File: src/rtl/hamming_pkg.sv
// Shared widths and types for the Hamming byte packer, encoder and decoder.
package hamming_pkg;

    localparam int DATA_W = 16;
    localparam int BYTE_W = 8;
    localparam int PAR_W  = 5;
    localparam int CODE_W = 21;

    typedef logic [DATA_W-1:0] data_t;
    typedef logic [BYTE_W-1:0] byte_t;
    typedef logic [CODE_W-1:0] code_t;

endpackage

File: src/rtl/hamming_sync_fifo.sv
// Synchronous word FIFO: a push is visible at the head one cycle later; pushes are dropped when full.
// spaceReady is registered from the next-cycle level, so it never depends combinationally on pop.
module hamming_sync_fifo #(
    parameter int WIDTH = 16,
    parameter int DEPTH = 4
) (
    input  logic                     clk,
    input  logic                     rst,
    input  logic                     push,
    input  logic [WIDTH-1:0]         pushData,
    input  logic                     pop,
    output logic [WIDTH-1:0]         headData,
    output logic [$clog2(DEPTH):0]   level,
    output logic                     full,
    output logic                     empty,
    output logic                     spaceReady
);

    localparam int AW = $clog2(DEPTH);
    localparam logic [AW:0] FullLevel = (AW+1)'(DEPTH);

    logic [WIDTH-1:0] mem [DEPTH];
    logic [AW-1:0]    wrPtr;
    logic [AW-1:0]    rdPtr;
    logic [AW:0]      levelNext;
    logic             doPush;
    logic             doPop;

    assign full     = (level == FullLevel);
    assign empty    = (level == '0);
    assign doPush   = push & ~full;
    assign doPop    = pop & ~empty;
    assign headData = mem[rdPtr];

    always_comb begin
        levelNext = level;
        if (doPush && !doPop) begin
            levelNext = level + 1'b1;
        end else if (!doPush && doPop) begin
            levelNext = level - 1'b1;
        end
    end

    always_ff @(posedge clk or negedge rst) begin
        if (!rst) begin
            wrPtr      <= '0;
            rdPtr      <= '0;
            level      <= '0;
            spaceReady <= 1'b0;
            for (int i = 0; i < DEPTH; i++) begin
                mem[i] <= '0;
            end
        end else begin
            if (doPush) begin
                mem[wrPtr] <= pushData;
                wrPtr      <= wrPtr + 1'b1;
            end
            if (doPop) begin
                rdPtr <= rdPtr + 1'b1;
            end
            level      <= levelNext;
            spaceReady <= (levelNext < FullLevel);
        end
    end

endmodule

File: src/rtl/hamming_byte_packer.sv
// Pairs bytes into 16-bit words (first byte high) and buffers them for the encoder; word visible
// one cycle after the completing edge. oReady is registered and drops while the FIFO is full.
module hamming_byte_packer
    import hamming_pkg::*;
#(
    parameter int    DEPTH = 4,
    parameter byte_t PAD   = 8'h00
) (
    input  logic                   clk,
    input  logic                   rst,
    input  byte_t                  iData,
    input  logic                   iValid,
    output logic                   oReady,
    input  logic                   iFlush,
    output data_t                  oData,
    output logic                   oValid,
    input  logic                   iReady,
    output logic [$clog2(DEPTH):0] oLevel,
    output logic [15:0]            oWordCnt
);

    byte_t hold;
    logic  half;
    logic  byteAcc;
    logic  flushTake;
    logic  push;
    data_t pushData;
    logic  pop;
    logic  fifoFull;
    logic  fifoEmpty;
    logic  [15:0] wordCnt;

    assign byteAcc = iValid & oReady;
    // A byte arriving with a flush request completes the pair itself, so the pad is not needed.
    assign flushTake = iFlush & half & ~byteAcc & ~fifoFull;
    assign push      = (byteAcc & half) | flushTake;
    assign pushData  = flushTake ? {hold, PAD} : {hold, iData};
    assign pop       = oValid & iReady;
    assign oValid    = ~fifoEmpty;
    assign oWordCnt  = wordCnt;

    hamming_sync_fifo #(
        .WIDTH(DATA_W),
        .DEPTH(DEPTH)
    ) uFifo (
        .clk        (clk),
        .rst        (rst),
        .push       (push),
        .pushData   (pushData),
        .pop        (pop),
        .headData   (oData),
        .level      (oLevel),
        .full       (fifoFull),
        .empty      (fifoEmpty),
        .spaceReady (oReady)
    );

    always_ff @(posedge clk or negedge rst) begin
        if (!rst) begin
            hold    <= '0;
            half    <= 1'b0;
            wordCnt <= '0;
        end else begin
            if (byteAcc) begin
                if (!half) begin
                    hold <= iData;
                end
                half <= ~half;
            end else if (flushTake) begin
                half <= 1'b0;
            end
            if (pop) begin
                wordCnt <= wordCnt + 16'd1;
            end
        end
    end

endmodule

File: config.mk
export PLATFORM = sky130hd
export DESIGN_NAME = hamming_byte_packer
export DESIGN_NICKNAME = d
export VERILOG_FILES = /design/src/rtl/hamming_pkg.sv /design/src/rtl/hamming_sync_fifo.sv /design/src/rtl/hamming_byte_packer.sv
export SDC_FILE = /design/constraint.sdc
export NUM_CORES = 1
export LEC_CHECK = 0
export ABC_AREA = 0
export CAP_MARGIN = 10
export CORE_UTILIZATION = 41
export DETAILED_ROUTE_END_ITERATION = 16
export GPL_ROUTABILITY_DRIVEN = 0
export SLEW_MARGIN = 20
export SYNTH_ARGS = -nofsm -noshare
export SYNTH_HDL_FRONTEND = slang
export SYNTH_HIERARCHICAL = 1
export SYNTH_SLANG_ARGS = --single-unit
File: constraint.sdc
create_clock -name clk -period 3.05 [get_ports clk]
set_clock_uncertainty 0.15 [all_clocks]
set_input_delay 0.61 -clock clk [delete_from_list [all_inputs] [get_ports clk]]
set_output_delay 0.61 -clock clk [all_outputs]
set_load 0.03 [all_outputs]
After elaboration in Yosys (flattened, before gate mapping)
Index checks and enable logic that the tools add are counted.
{ "op_classes": {"add_sub_neg": 5, "order_cmp": 4, "eq_ne": 1, "mux": 11, "n_bitwise": 15, "reduce_logical": 8} }
{ "op_table": {"columns": ["operator", "n"], "rows": [
  ["64-bit bitwise mux", 1],
  ["16-bit two-way mux", 3],
  ["16-bit binary-select mux with 2-bit select", 1],
  ["16-bit demux with 2-bit select", 1],
  ["16-bit by 1-bit adder with 16-bit output (second input constant)", 1],
  ["1-bit bitwise AND", 8],
  ["8-bit two-way mux", 1],
  ["3-bit >= comparator (second input constant)", 2],
  ["3-bit two-way mux", 2],
  ["2-bit inverter with 3-bit output", 2],
  ["2-bit by 1-bit adder with 2-bit output (second input constant)", 2],
  ["1-bit inverter", 4],
  ["3-bit by 1-bit adder with 3-bit output (second input constant)", 1],
  ["3-bit == test (second input constant)", 1],
  ["1-bit logical AND", 3],
  ["3-bit zero test", 1],
  ["3-bit by 1-bit less-than comparator with 1-bit output (second input constant)", 1],
  ["3-bit less-than comparator (second input constant)", 1],
  ["3-bit by 1-bit subtractor with 3-bit output (second input constant)", 1],
  ["1-bit zero test", 2],
  ["1-bit two-way mux", 2],
  ["2-bit AND reduction", 1],
  ["2-bit nonzero test", 1],
  ["1-bit OR", 1]
]} }
{ "totals": {"register_bits": 97, "input_bits": 13, "word_cells": 55} }

Depth between registers and ports, before layout
{ "depth": {"ltp_word": 11, "mapped_depth": 13} }

Modules after synthesis
The synthesis kept the hierarchy.
{ "modules_own_cells": {"columns": ["mod", "instances", "cells_per_inst", "area_each_um2", "seq_area_each_um2"], "rows": [
  ["hamming_sync_fifo", 1, 211, 3567.2, 1801.7],
  ["hamming_byte_packer", 1, 90, 1126.1, 625.6]
]} }

Worst setup path before layout
Ideal clock, no wire load.
{ "synth_path": {"path_kind": "reg-to-reg", "from": "register uFifo.level[0]", "to": "register uFifo.level[1]", "arrival_time_ns": 2.461, "required_time_ns": 2.775, "slack_ns": 0.315, "path_stages_with_launch": 12, "synth_period_minus_slack_ns": 2.735, "path_cell_list": "dfrtp_1 -> inv_1 -> ha_1 -> and2_1 -> nor2b_1 -> a21oi_1 -> nor2b_1 -> a21boi_4 -> buf_12 -> inv_1 -> ha_1 -> mux2_2"} }
{ "synth_between": {"elab_chain_len": 9, "word_cells_on_any_way": 17, "classes_between": "add/sub: 2; eq/ne: 1; mux: 2; bitwise: 7; reduce/logical: 5"} }
{ "synth_lines": {"columns": ["element", "line_no", "text"], "rows": [
  ["start, declared", "hamming_sync_fifo.sv:13", "output logic [$clog2(DEPTH):0] level,"],
  ["start signal, assigned", "hamming_sync_fifo.sv:61", "level <= levelNext;"],
  ["3-bit == test (*)", "hamming_sync_fifo.sv:29", "assign full = (level == FullLevel);"],
  ["net fifoFull", "hamming_byte_packer.sv:29", "logic fifoFull;"],
  ["1-bit inverter (*)", "hamming_byte_packer.sv:35", "assign flushTake = iFlush & half & ~byteAcc & ~fifoFull;"],
  ["1-bit bitwise AND (*)", "hamming_byte_packer.sv:35", null],
  ["1-bit OR (*)", "hamming_byte_packer.sv:36", "assign push = (byteAcc & half) | flushTake;"],
  ["net push", "hamming_byte_packer.sv:26", "logic push;"],
  ["1-bit bitwise AND (*)", "hamming_sync_fifo.sv:31", "assign doPush = push & ~full;"],
  ["net uFifo.doPush", "hamming_sync_fifo.sv:26", "logic doPush;"],
  ["1-bit zero test", "hamming_sync_fifo.sv:39", "end else if (!doPush && doPop) begin"],
  ["1-bit logical AND", "hamming_sync_fifo.sv:39", null],
  ["3-bit two-way mux", "hamming_sync_fifo.sv:39", null],
  ["3-bit two-way mux (*)", "hamming_sync_fifo.sv:37", "if (doPush && !doPop) begin"]
]} }
The timed path passes the listed nets; every way through them passes the cells marked *.
A chain may end at the register's enable or synchronous reset.

Worst setup path after layout
{ "layout_path": {"from": "register uFifo.rdPtr[0]", "to": "output oData[4]"} }
{ "layout_between": {"elab_chain_len": 4} }
{ "layout_lines": {"columns": ["element", "line_no", "text"], "rows": [
  ["start, declared", "hamming_sync_fifo.sv:24", "logic [AW-1:0] rdPtr;"],
  ["start signal, assigned", "hamming_sync_fifo.sv:59", "rdPtr <= rdPtr + 1'b1;"],
  ["2-bit inverter with 3-bit output (not written as such)", "hamming_sync_fifo.sv:33", "assign headData = mem[rdPtr];"],
  ["16-bit binary-select mux with 2-bit select", "hamming_sync_fifo.sv:33", null],
  ["16-bit two-way mux (not written as such) (2 in series)", "hamming_sync_fifo.sv:33", null],
  ["end, declared", "hamming_byte_packer.sv:15", "output data_t oData,"]
]} }
No other way between the ends. The select of a mux whose other input is x is not followed.

==> run_results.csv <==
group,metric,value,unit
run_status,status,"finished, final reports clean",
finish,fin_cells,502,
setup_path,cp_data_required_time,2.29,ns
timing,hold_ws,0.0666,ns
setup_path,rrSetupSlack,0.52,ns
clock_network,post-cts-setup-buffer-count,0,
yosys,ys_warn_count,6,
setup_path,path_depth,3,
timing,slew_violations,0,
setup_path,arrival,2.17,ns
grt,track_usage,16.0,%
timing,min_period_over_period,96.0,%
min_path,hold_path.class,"in -> async",
timing,tightest_slew,0.589,ns
placed_design,placedCellCount,486,
finish,syn_to_final_growth,20.0,%
yosys,synth-seq-area-share,51.7,%
timing,fmax,342,MHz
finish,multi_input_area,0.00210,mm²
clock_network,clkLatencyLatePin,0.34,ns
timing,post-route-min-period,2.93,ns
route,vias_per_cell,5.02,
setup_path,path_cells,"buf_12 > mux4_2 > clkdlybuf4s50_1",
finish,layout-drive-gt1-share,34.0,%
placed_design,place_hpwl,5520,µm
floorplan,fp.dieH,109,µm
power,p_leak,2.54,nW
finish,post-route-util,51.3,%
setup_path,r2r-start,"uFifo/level[0]$_DFFE_PN0P_",
finish,antennaDiodeCount,0,
power,power.density,1170,mW/mm²
clock_network,holdBufCountCts,0,
yosys,synthXorXnorAreaFrac,3.55,%
timing,hold_violations,0,
grt,grtUsageMet3,2.75,%
finish,regArea,0.00243,mm²
yosys,synthDistinctLibCells,35,
grt,use_met1,22.2,%
setup_path,worst_path_max_delay_cell,"clkdlybuf4s50_1",
floorplan,fp.dieW,109,µm
yosys,synth.area.mux_share,28.6,%
route,wl_per_cell,16.7,µm
setup_path,timing.setup.critical_path_class,"reg -> out",
setup_path,cp-end-kind,"primary output",
yosys,syn_inst,301,
floorplan,core-area,0.0110,mm²
clock_network,cts_buffers,9,
grt,grt_remaining_overflow,0,
timing,final.setup.tns,0,ns
grt,first_global_vias,2714,
yosys,synthAdderAreaFrac,2.67,%
yosys,synth_edf_count,0,
yosys,syn_nets,324,
route,route.detailed.drc,0,
route,ant_nets,0,
clock_network,cts_tree,"built",
floorplan,rows,38,
yosys,synth_compound_area_share,1.44,%
setup_path,critical-path-top-delay-family,"buffers and inverters",
finish,layout_commonest_cell,"dfrtp_1",
clock_network,cts.clk_slew.worst_paths,0.07,ns
finish,fillCellCount,932,
setup_path,path_max_fanout,16,
power,ir_drop,0.572,mV
route,wl,8400,µm
floorplan,start_util,42.7,%
finish,layout.nets,380,
timing,setup_viol,0,
grt,busiest_layer,"met2",
yosys,synthSimpleGateAreaFrac,8.37,%
yosys,async_flop_share,100,%
route,firstDrtPassIters,4,
grt,grt_first_pass_wirelength,14000,µm
placed_design,port_buffers,49,
grt,grt_util_met2,24.6,%
yosys,synth_top_family_by_area,"multiplexers",
grt,antenna_found_initial,0,
clock_network,clock_sinks,97,
grt,grt_max_degree,65,
flow_run,drv_cap,0,
route,drtIter0Drc,80,
timing,setup_ws,0.123,ns
floorplan,die_area,0.0119,mm²
timing,grt_setup_unrepaired,"no",
yosys,synth-seq-cells,97,
clock_network,root_buffer,"clkbuf_16",
setup_path,start_kind,"flop",
setup_path,worst-r2r-cell-count,10,
yosys,synth-main-ff-cell,"dfrtp_1",
yosys,synth.avg_cell_area,15.6,µm²
clock_network,cts_resized,0,
setup_path,slowest_delay,0.62,ns
yosys,syn_area,0.00469,mm²
clock_network,cts_htree_levels,3,
setup_path,path_buf_inv,2,
clock_network,cts_max_path_buffers,2,
setup_path,worstReg2RegEnd,"uFifo/mem[45]$_DFFE_PN0P_",
placed_design,dpl_worst_slack,0.352,ns
floorplan,ios,50,
route,dr_total_vias,2520,
finish,layout_common_cells,"97 x dfrtp_1, 48 x clkdlybuf4s50_1, 40 x mux2_4",
timing,relSlewSlack,60.6,%
[through the flow]
stage	instance area, µm²	power, mW
final	5630	6.62
after CTS	5630	6.71
after floorplan	4690	4.54
after global placement	5300	5.35
after global routing	5630	7.01
after detailed placement	5300	5.41
[report_power, final]
group	internal (mW)	switching [mW]	total, mW	leakage, nW
registers	1.86	0.395	2.25	1.19
clock network	0.802	0.471	1.27	0.164
logic	1.69	1.40	3.09	1.18
[routing by layer]
| metal | wire [µm] | share of wire (%) | vias up |
|---|---|---|---|
| li1 | - | - | 1176 |
| met1 | 4020 | 48 | 1301 |
| met2 | 4010 | 48 | 31 |
| met3 | 200 | 2.4 | 12 |
| met4 | 165 | 2.0 | 0 |
| met5 | 0 | 0 | - |
[cells by family after synthesis]
logic type | count (synthesis)
adder cells (fa/ha/maj) | 10
flip-flops | 97
AO/OA/AOI/OAI | 10
AND/OR/NAND/NOR | 55
multiplexers | 90
buffers and inverters | 20
XOR/XNOR | 19
[registers in the layout, summed over array words and instances, names as in the netlist, named ones only]
| name | flops |
|---|---|
| uFifo/spaceReady | 1 |
| oWordCnt | 16 |
| uFifo/level | 2 |
| uFifo/mem | 64 |
| half | 1 |
| uFifo/wrPtr | 2 |
| uFifo/rdPtr | 2 |
| hold | 8 |
[layout make-up]
cell class	instances	share of cell area (%)
Sequential cell	97	43.1
Multi-Input combinational cell	184	37.2
Timing Repair Buffer	56	10.0
Clock buffer	11	4.13
Tap cell	140	3.11
Clock inverter	5	1.84
Inverter	9	0.600
[how the worst max path moves through the flow]
stage | startpoint | endpoint | slack [ns]
after floorplan | uFifo/level[0]$_DFFE_PN0P_ | uFifo/level[1]$_DFFE_PN0P_ | 0.31
after global placement | iFlush | uFifo/mem[2]$_DFFE_PN0P_ | 0.37
after detailed placement | iFlush | uFifo/mem[45]$_DFFE_PN0P_ | 0.35
after CTS | uFifo/rdPtr[0]$_DFFE_PN0P_ | oData[4] | 0.10
after global routing | uFifo/rdPtr[0]$_DFFE_PN0P_ | oData[8] | 0.05
final | uFifo/rdPtr[0]$_DFFE_PN0P_ | oData[4] | 0.12
[synthesized netlist by cell type (3+ instances only)]
| cell type | number | area share [%] |
|---|---|---|
| a21oi_1 | 3 | 0.32 |
| buf_12 | 5 | 2.1 |
| dfrtp_1 | 97 | 52 |
| ha_1 | 10 | 2.7 |
| inv_1 | 9 | 0.72 |
| mux2_2 | 34 | 8.2 |
| mux2_4 | 40 | 13 |
| mux4_2 | 16 | 7.7 |
| nand2_1 | 13 | 1.0 |
| nand2_8 | 4 | 1.7 |
| nand3_1 | 4 | 0.43 |
| nand3b_1 | 3 | 0.48 |
| nand4_1 | 4 | 0.53 |
| nor2b_1 | 11 | 1.5 |
| o21ai_0 | 5 | 0.53 |
| xnor2_1 | 15 | 2.8 |
| xor2_1 | 4 | 0.75 |
Note: power is estimated with default switching activity, not from simulation.
